--- src/rtl/usb_tx_bit_sequencer.sv ---
// USB TX bit sequencer: paces the parallel-to-serial shift register at BIT_PERIOD clocks per bit,
// inserts a stuff slot after STUFF_LEN consecutive ones, and flags end-of-packet or underrun.
module usb_tx_bit_sequencer #(
    parameter int BIT_PERIOD = 8,
    parameter int STUFF_LEN  = 6
) (
    input  logic clk,
    input  logic n_rst,
    input  logic byte_valid,
    input  logic last_byte,
    input  logic data_bit,
    output logic byte_ready,
    output logic load_enable,
    output logic shift_enable,
    output logic bit_strobe,
    output logic stuff_active,
    output logic tx_active,
    output logic eop_start,
    output logic underrun
);

    localparam int CW = (BIT_PERIOD > 2) ? $clog2(BIT_PERIOD) : 1;
    localparam int OW = (STUFF_LEN > 1) ? $clog2(STUFF_LEN + 1) : 1;

    typedef enum logic [1:0] {S_IDLE, S_DATA, S_STUFF} state_t;

    state_t          r_state;
    logic [CW-1:0]   r_clk_cnt;
    logic [2:0]      r_bit_cnt;
    logic [OW-1:0]   r_ones_cnt;
    logic            r_last_q;

    logic w_slot_end;
    logic w_data_end;
    logic w_stuff_now;
    logic w_adv;
    logic w_more;
    logic w_byte_done;
    logic w_next_load;
    logic w_under;
    logic w_eop;
    logic w_start;

    always_comb begin
        w_slot_end  = (r_state != S_IDLE) && (r_clk_cnt == CW'(BIT_PERIOD - 1));
        w_data_end  = (r_state == S_DATA) && w_slot_end;
        // The one that completes a run of STUFF_LEN diverts this slot end into a stuff slot.
        w_stuff_now = w_data_end && data_bit && (r_ones_cnt == OW'(STUFF_LEN - 1));
        w_adv       = w_slot_end && !w_stuff_now;
        w_more      = w_adv && (r_bit_cnt != 3'd7);
        w_byte_done = w_adv && (r_bit_cnt == 3'd7);
        w_next_load = w_byte_done && !r_last_q && byte_valid;
        w_under     = w_byte_done && !r_last_q && !byte_valid;
        w_eop       = w_byte_done && r_last_q;
        // Gated by n_rst so no handshake is seen while reset is held.
        w_start     = (r_state == S_IDLE) && byte_valid && n_rst;
    end

    assign load_enable  = w_start || w_next_load;
    assign byte_ready   = load_enable;
    assign shift_enable = w_more;
    assign bit_strobe   = (r_state != S_IDLE) && (r_clk_cnt == '0);
    assign stuff_active = (r_state == S_STUFF);
    assign tx_active    = (r_state != S_IDLE);
    assign eop_start    = w_eop;
    assign underrun     = w_under;

    always_ff @(posedge clk or negedge n_rst) begin
        if (!n_rst) begin
            r_state    <= S_IDLE;
            r_clk_cnt  <= '0;
            r_bit_cnt  <= '0;
            r_ones_cnt <= '0;
            r_last_q   <= 1'b0;
        end else begin
            case (r_state)
                S_IDLE: begin
                    r_ones_cnt <= '0;
                    r_clk_cnt  <= '0;
                    r_bit_cnt  <= '0;
                    if (byte_valid) begin
                        r_state  <= S_DATA;
                        r_last_q <= last_byte;
                    end
                end
                S_DATA, S_STUFF: begin
                    if (!w_slot_end) begin
                        r_clk_cnt <= r_clk_cnt + CW'(1);
                    end else begin
                        r_clk_cnt <= '0;
                        if (w_data_end) begin
                            r_ones_cnt <= data_bit ? (r_ones_cnt + OW'(1)) : '0;
                        end
                        if (w_stuff_now) begin
                            // Bit position is held; the pending shift/load happens at the stuff slot end.
                            r_state    <= S_STUFF;
                            r_ones_cnt <= '0;
                        end else if (w_more) begin
                            r_state   <= S_DATA;
                            r_bit_cnt <= r_bit_cnt + 3'd1;
                        end else if (w_next_load) begin
                            r_state   <= S_DATA;
                            r_bit_cnt <= '0;
                            r_last_q  <= last_byte;
                        end else begin
                            r_state    <= S_IDLE;
                            r_ones_cnt <= '0;
                        end
                    end
                end
                default: r_state <= S_IDLE;
            endcase
        end
    end

endmodule

--- config.mk ---
export PLATFORM = sky130hd
export DESIGN_NAME = usb_tx_bit_sequencer
export DESIGN_NICKNAME = d
export VERILOG_FILES = /design/src/rtl/usb_tx_bit_sequencer.sv
export SDC_FILE = /design/constraint.sdc
export NUM_CORES = 1
export LEC_CHECK = 0
export ABC_AREA = 1
export CORE_UTILIZATION = 45
export CTS_BUF_LIST = sky130_fd_sc_hd__clkbuf_16
export DETAILED_ROUTE_END_ITERATION = 7
export GPL_TIMING_DRIVEN = 0
export PLACE_DENSITY = 0.8
export SLEW_MARGIN = 5
export SYNTH_ARGS = -nofsm -noshare
export SYNTH_HDL_FRONTEND = slang
export SYNTH_SLANG_ARGS = --single-unit
--- constraint.sdc ---
create_clock -name clk -period 2.15 [get_ports clk]
set_clock_uncertainty 0.05 [all_clocks]
set_input_delay 0.215 -clock clk [delete_from_list [all_inputs] [get_ports clk]]
set_output_delay 0.215 -clock clk [all_outputs]
set_load 0.02 [all_outputs]
==> Word-level counts from Yosys, hierarchy flattened <==
Cells that the tools add are included.
{ "op_classes": {"addsub": 3, "reduce_logical": 27, "eq_ne": 12, "n_mux": 26} }
{ "op_table": {"columns": ["operator", "n"], "rows": [
  ["$mux W3", 11],
  ["$pmux W3 S2", 3],
  ["$logic_and A1 B1 Y1", 14],
  ["$ne A2 B2 Y1 const B", 5],
  ["$add A3 B1 Y3 const B", 3],
  ["$eq A3 B3 Y1 const B", 3],
  ["$mux W1", 7],
  ["$mux W2", 3],
  ["$ne A3 B3 Y1 const B", 2],
  ["$reduce_and A6 Y1", 1],
  ["$pmux W2 S2", 1],
  ["$reduce_and A2 Y1", 2],
  ["$reduce_and A4 Y1", 1],
  ["$reduce_bool A2 Y1", 2],
  ["$logic_not A1 Y1", 3],
  ["$logic_not A3 Y1", 1],
  ["$eq A2 B1 Y1 const B", 1],
  ["$eq A2 B2 Y1 const B", 1],
  ["$logic_not A2 Y1", 1],
  ["$pmux W1 S2", 1],
  ["$reduce_or A2 Y1", 1],
  ["$logic_or A1 B1 Y1", 1]
]} }
{ "word_totals": {"out_inout_bits": 8, "input_bits": 5, "elab_cells": 73, "regBits": 12} }

==> Logic depth before layout (Yosys ltp) <==
Gate-level depths: netlist of run 1.
{ "logic_depth": {"depth_word": 15, "mapped_depth": 11, "ltp_nobuf": 11} }

==> Worst setup path before layout of run 1 <==
Ideal clock, no wire load.
{ "synth_path": {"kind": "register to output", "start": "register r_state[0]", "end": "output port underrun", "stages_incl_launch_ff": 8, "path_buffers": 0, "required_ns": 1.885, "slack_ns": 0.237, "arrival_time_ns": 1.648, "cell_sequence": "dfrtp_1 -> inv_1 -> ha_1 -> inv_4 -> nand2_4 -> a31oi_4 -> nand2_1 -> nor3_1"} }
{ "synth_between": {"elab_chain_cells": 10, "word_cells_on_any_way": 11, "cone_classes": "eq/ne: 1; reduce/logical: 10"} }
{ "synth_rtl": {"columns": ["element", "line", "rtl"], "rows": [
  ["start: declaration", "27", "state_t r_state;"],
  ["start signal: assignment", "70", "r_state <= S_IDLE;"],
  ["start signal: assignment", "82", "r_state <= S_DATA;"],
  ["start signal: assignment", "96", "r_state <= S_STUFF;"],
  ["$reduce_bool A2 Y1 (*)", null, null],
  ["via tx_active", "17", "output logic tx_active,"],
  ["$logic_and A1 B1 Y1 (*)", "45", "w_slot_end = (r_state != S_IDLE) && (r_clk_cnt == CW'(BIT_PERIOD - 1));"],
  ["$logic_and A1 B1 Y1", "46", "w_data_end = (r_state == S_DATA) && w_slot_end;"],
  ["$logic_and A1 B1 Y1 (2 in series)", "48", "w_stuff_now = w_data_end && data_bit && (r_ones_cnt == OW'(STUFF_LEN - 1));"],
  ["$logic_not A1 Y1", "49", "w_adv = w_slot_end && !w_stuff_now;"],
  ["$logic_and A1 B1 Y1 (*)", "49", null],
  ["$logic_and A1 B1 Y1 (*)", "51", "w_byte_done = w_adv && (r_bit_cnt == 3'd7);"],
  ["$logic_and A1 B1 Y1 (*) (2 in series)", "53", "w_under = w_byte_done && !r_last_q && !byte_valid;"],
  ["end: declaration", "19", "output logic underrun"]
]} }
Mark *: on every way through the listed nets, which the timed path passes. The rest lies on a longest branch.

==> Worst setup path after layout of run 1 <==
{ "layout_path": {"start": "register r_ones_cnt[0]", "end": "output port underrun"} }
{ "layout_between": {"elab_chain_cells": 7} }
{ "layout_rtl": {"columns": ["element", "line", "rtl"], "rows": [
  ["start: declaration", "30", "logic [OW-1:0] r_ones_cnt;"],
  ["start signal: assignment", "92", "r_ones_cnt <= data_bit ? (r_ones_cnt + OW'(1)) : '0;"],
  ["$eq A3 B3 Y1", "48", null],
  ["$logic_and A1 B1 Y1", "48", null],
  ["$logic_not A1 Y1", "49", null],
  ["$logic_and A1 B1 Y1", "49", null],
  ["$logic_and A1 B1 Y1", "51", null],
  ["$logic_and A1 B1 Y1 (2 in series)", "53", null]
]} }
Every way passes these cells.

==> out/qor.yml, run 1 <==
syn-num-nets: 125
numCtsBuffers: 3
ant_nets: 0
drv_slew: 0
firstDrtPassIters: 4
multi_input_area_um2: 540.5
synth_warnings: 0
p_per_area_nw_per_um2: 1013
grt_pass1_wl_mm: 3.298
place_hpwl_mm: 1.375
avgSynthCellArea_um2: 8.311
gp_congestion: 0.7395
antenna_found_initial: 0
clk_latency_ps: 240
die_h_um: 46.87
start_util_pct: 50.28
grt.total_usage_pct: 21.51
drive_gt1_share_pct: 25.20
cts_root_buffer: "clkbuf_16"
cts_max_level: 1
pwr-share-seq_pct: 25.5
grt_pass1_vias: 786
synth.distinct_cells: 27
clockPowerShare_pct: 28.3
synth_xor_area_share_pct: 0.9669
p_leak_nw: 0.5742
synthAdderAreaFrac_pct: 15.19
io_pins: 13
combPwrFrac_pct: 46.1
fin_util_pct: 63.96
grt_max_degree: 14
fp.dieW_um: 46.87
fmax_mhz: 495.3
fin_crit_sh_pct: 93.90
synth-compound-area-share_pct: 12.57
ys_seq_elements: 12
drt-initial-drc-count: 25
dr_total_vias: 770
drc: 0
ctsLongestPathBuffers: 2
cts_num_sinks: 12
crit_fanout: 4
cp-end-kind: "output pin"
power.switching_mw: 0.4601
synth_top_family_by_area: "simple AND/OR/NAND/NOR gates"
setup_tns_ps: 0
diodes: 0
nFillCells: 153
io_buffers: 12
power_mw: 1.167
wl_per_cell_um: 12.59
via_per_inst: 5.066
required_ps: 1880
clk_pin_slew_ps: 40
fin_nets: 145
critPathArrivalTime_ps: 1750
min_period_ps: 2019
yosysSeqAreaShare_pct: 33.15
regArea_um2: 300.3
synth_area_um2: 905.9
p_sw_share_pct: 39.43
whs_ps: 316.3
die_area_um2: 2196
postSynthCellCount: 109
hold_viol: 0
core_area_um2: 1802
rows: 15
synth_mux_area_share_pct: 0
tightestPinTransition_ps: 608.0
grt_overflow: 0
setup_viol: 0
worstSetupPathType: "reg2out"
cp-start-kind: "register"
wl_mm: 1.914
internal-power_mw: 0.7067
synthSimpleGateAreaFrac_pct: 28.73
area_growth_pct: 27.21
hold_path_class: "in2async"
pre_cts_slack_ps: -230.1
cts_tree: "yes"
rsz0062_at_grt: "false"
cts_hold_buffers: 0
finalWorstSetupSlack_ps: 131.2
cap_violations: 0
max-slew-margin-rel_pct: 59.34
ir_drop_mv: 0.7294
status: "complete, no violations"
worst paths after layout:
check | startpoint | endpoint | slack [ps] | depth (start not counted)
max | r_ones_cnt[0] | underrun | 130 | 7
min | n_rst | r_clk_cnt[2] | 320 | 1
max reg2reg | r_ones_cnt[0] | r_bit_cnt[0] | 290 | 10
min reg2reg | r_bit_cnt[1] | r_bit_cnt[1] | 420 | 2
max in group asynchronous | n_rst | r_ones_cnt[1] | 1340 | 1
min in group clk | r_bit_cnt[1] | r_bit_cnt[1] | 420 | 2
cell type report:
type                    instances  area share, %
multi-input cells              76          46.91
clock buffers                   3          6.515
flip-flops and latches         12          26.06
inverters                      20          6.732
plain buffers                   1         0.6515
well taps                      25          2.714
repair buffers                 15          10.42
sequential cells by signal, summed over array words and instances, names as in the netlist:
name / flops
r_ones_cnt: 3
r_bit_cnt: 3
r_state: 2
r_last_q: 1
r_clk_cnt: 3
cell usage in the layout, fill, tap and decap left out, types with 2 or more instances in the layout:
master	count
clkdlybuf4s50_1	7
o21ai_0	3
nand2_2	4
buf_4	5
clkbuf_2	3
inv_2	2
nor2_1	5
o22ai_1	4
a21oi_1	4
inv_1	17
clkbuf_16	3
nand2_1	24
ha_1	8
dfrtp_1	12
nand3_1	6
ha_2	2
nand2_4	2
per-stage QoR:
step / std cells / cell area [µm²]
after floorplan: 109 / 905.9
after global placement: 146 / 1057
after detailed placement: 146 / 1057
after CTS: 152 / 1166
after global routing: 152 / 1152
final: 152 / 1152
synth_stat cells:
library cell  instances  share of area (%)
nor2_4                1                1.2
inv_2                 2               0.83
a22o_1                1               0.97
nand3_2               1                1.1
nand2_4               2                2.5
a21oi_4               1                1.8
inv_4                 1               0.69
dfrtp_1              12                 33
nor3_1                1               0.55
nand4_4               1                2.3
buf_4                 1               0.83
a21oi_1               4                2.2
xnor2_1               1               0.97
a31oi_4               1                2.3
nand2_1              25                 10
inv_1                17                7.0
nor2_1                5                2.1
o22ai_1               4                2.8
or2_2                 1               0.69
o21ai_0               3                1.7
nand2_2               3                2.1
nand3_1               6                3.3
nor3_2                1                1.1
o21bai_1              1               0.83
nor2_2                1               0.69
ha_1                 11                 15
nand4_1               1               0.69
critical path, stage by stage, from the launching register on:
cell	delay (ps)
dfrtp_1	420
ha_1	220
nand2_1	110
inv_1	80
a31oi_4	240
nand2_1	120
nor3_1	140
buf_2	190
power by group through the flow:
stage / clock (mW) / sequential [mW] / combinational [mW]
6_report: 0.331 / 0.298 / 0.538
5_1_grt: 0.342 / 0.301 / 0.597
3_3_place_gp: 0 / 0.299 / 0.482
2_1_floorplan: 0 / 0.295 / 0.362
3_5_place_dp: 0 / 0.303 / 0.500
4_1_cts: 0.335 / 0.298 / 0.541
kinds of logic after synthesis:
family / after synthesis
xor+xnor: 1
buf+inv: 21
flops: 12
simple gates: 49
fa+ha+maj: 11
compound gates: 15
repair_timing:
item / in CTS / in global routing
setup endpoints to repair: 5 / 4
hold endpoints to repair: 0 / 0
pin swaps: 2 / 1
buffers inserted: 3 / 0
gates cloned: 0 / 0
resized for setup: 19 / 4
layer usage:
layer  routed length, µm  GRT usage, %
met1                 848         25.00
met2                 923         35.28
met3                  73         5.769
met4                  69         13.14
met5                   0             0
Power figures use the tool's default switching activity.
==> inputs of run 2 (changes only) <==
Settings changed: SLEW_MARGIN 5 to not set.
==> results of run 2 <==
No change in the layout: final DEF, timing and power equal those of run 1.
==> inputs of run 3 (changes only) <==
Settings changed: CTS_CLUSTER_SIZE set to 28, SLEW_MARGIN set to 20.
==> results of run 3 <==
No change in the layout: final DEF, timing and power equal those of run 1.
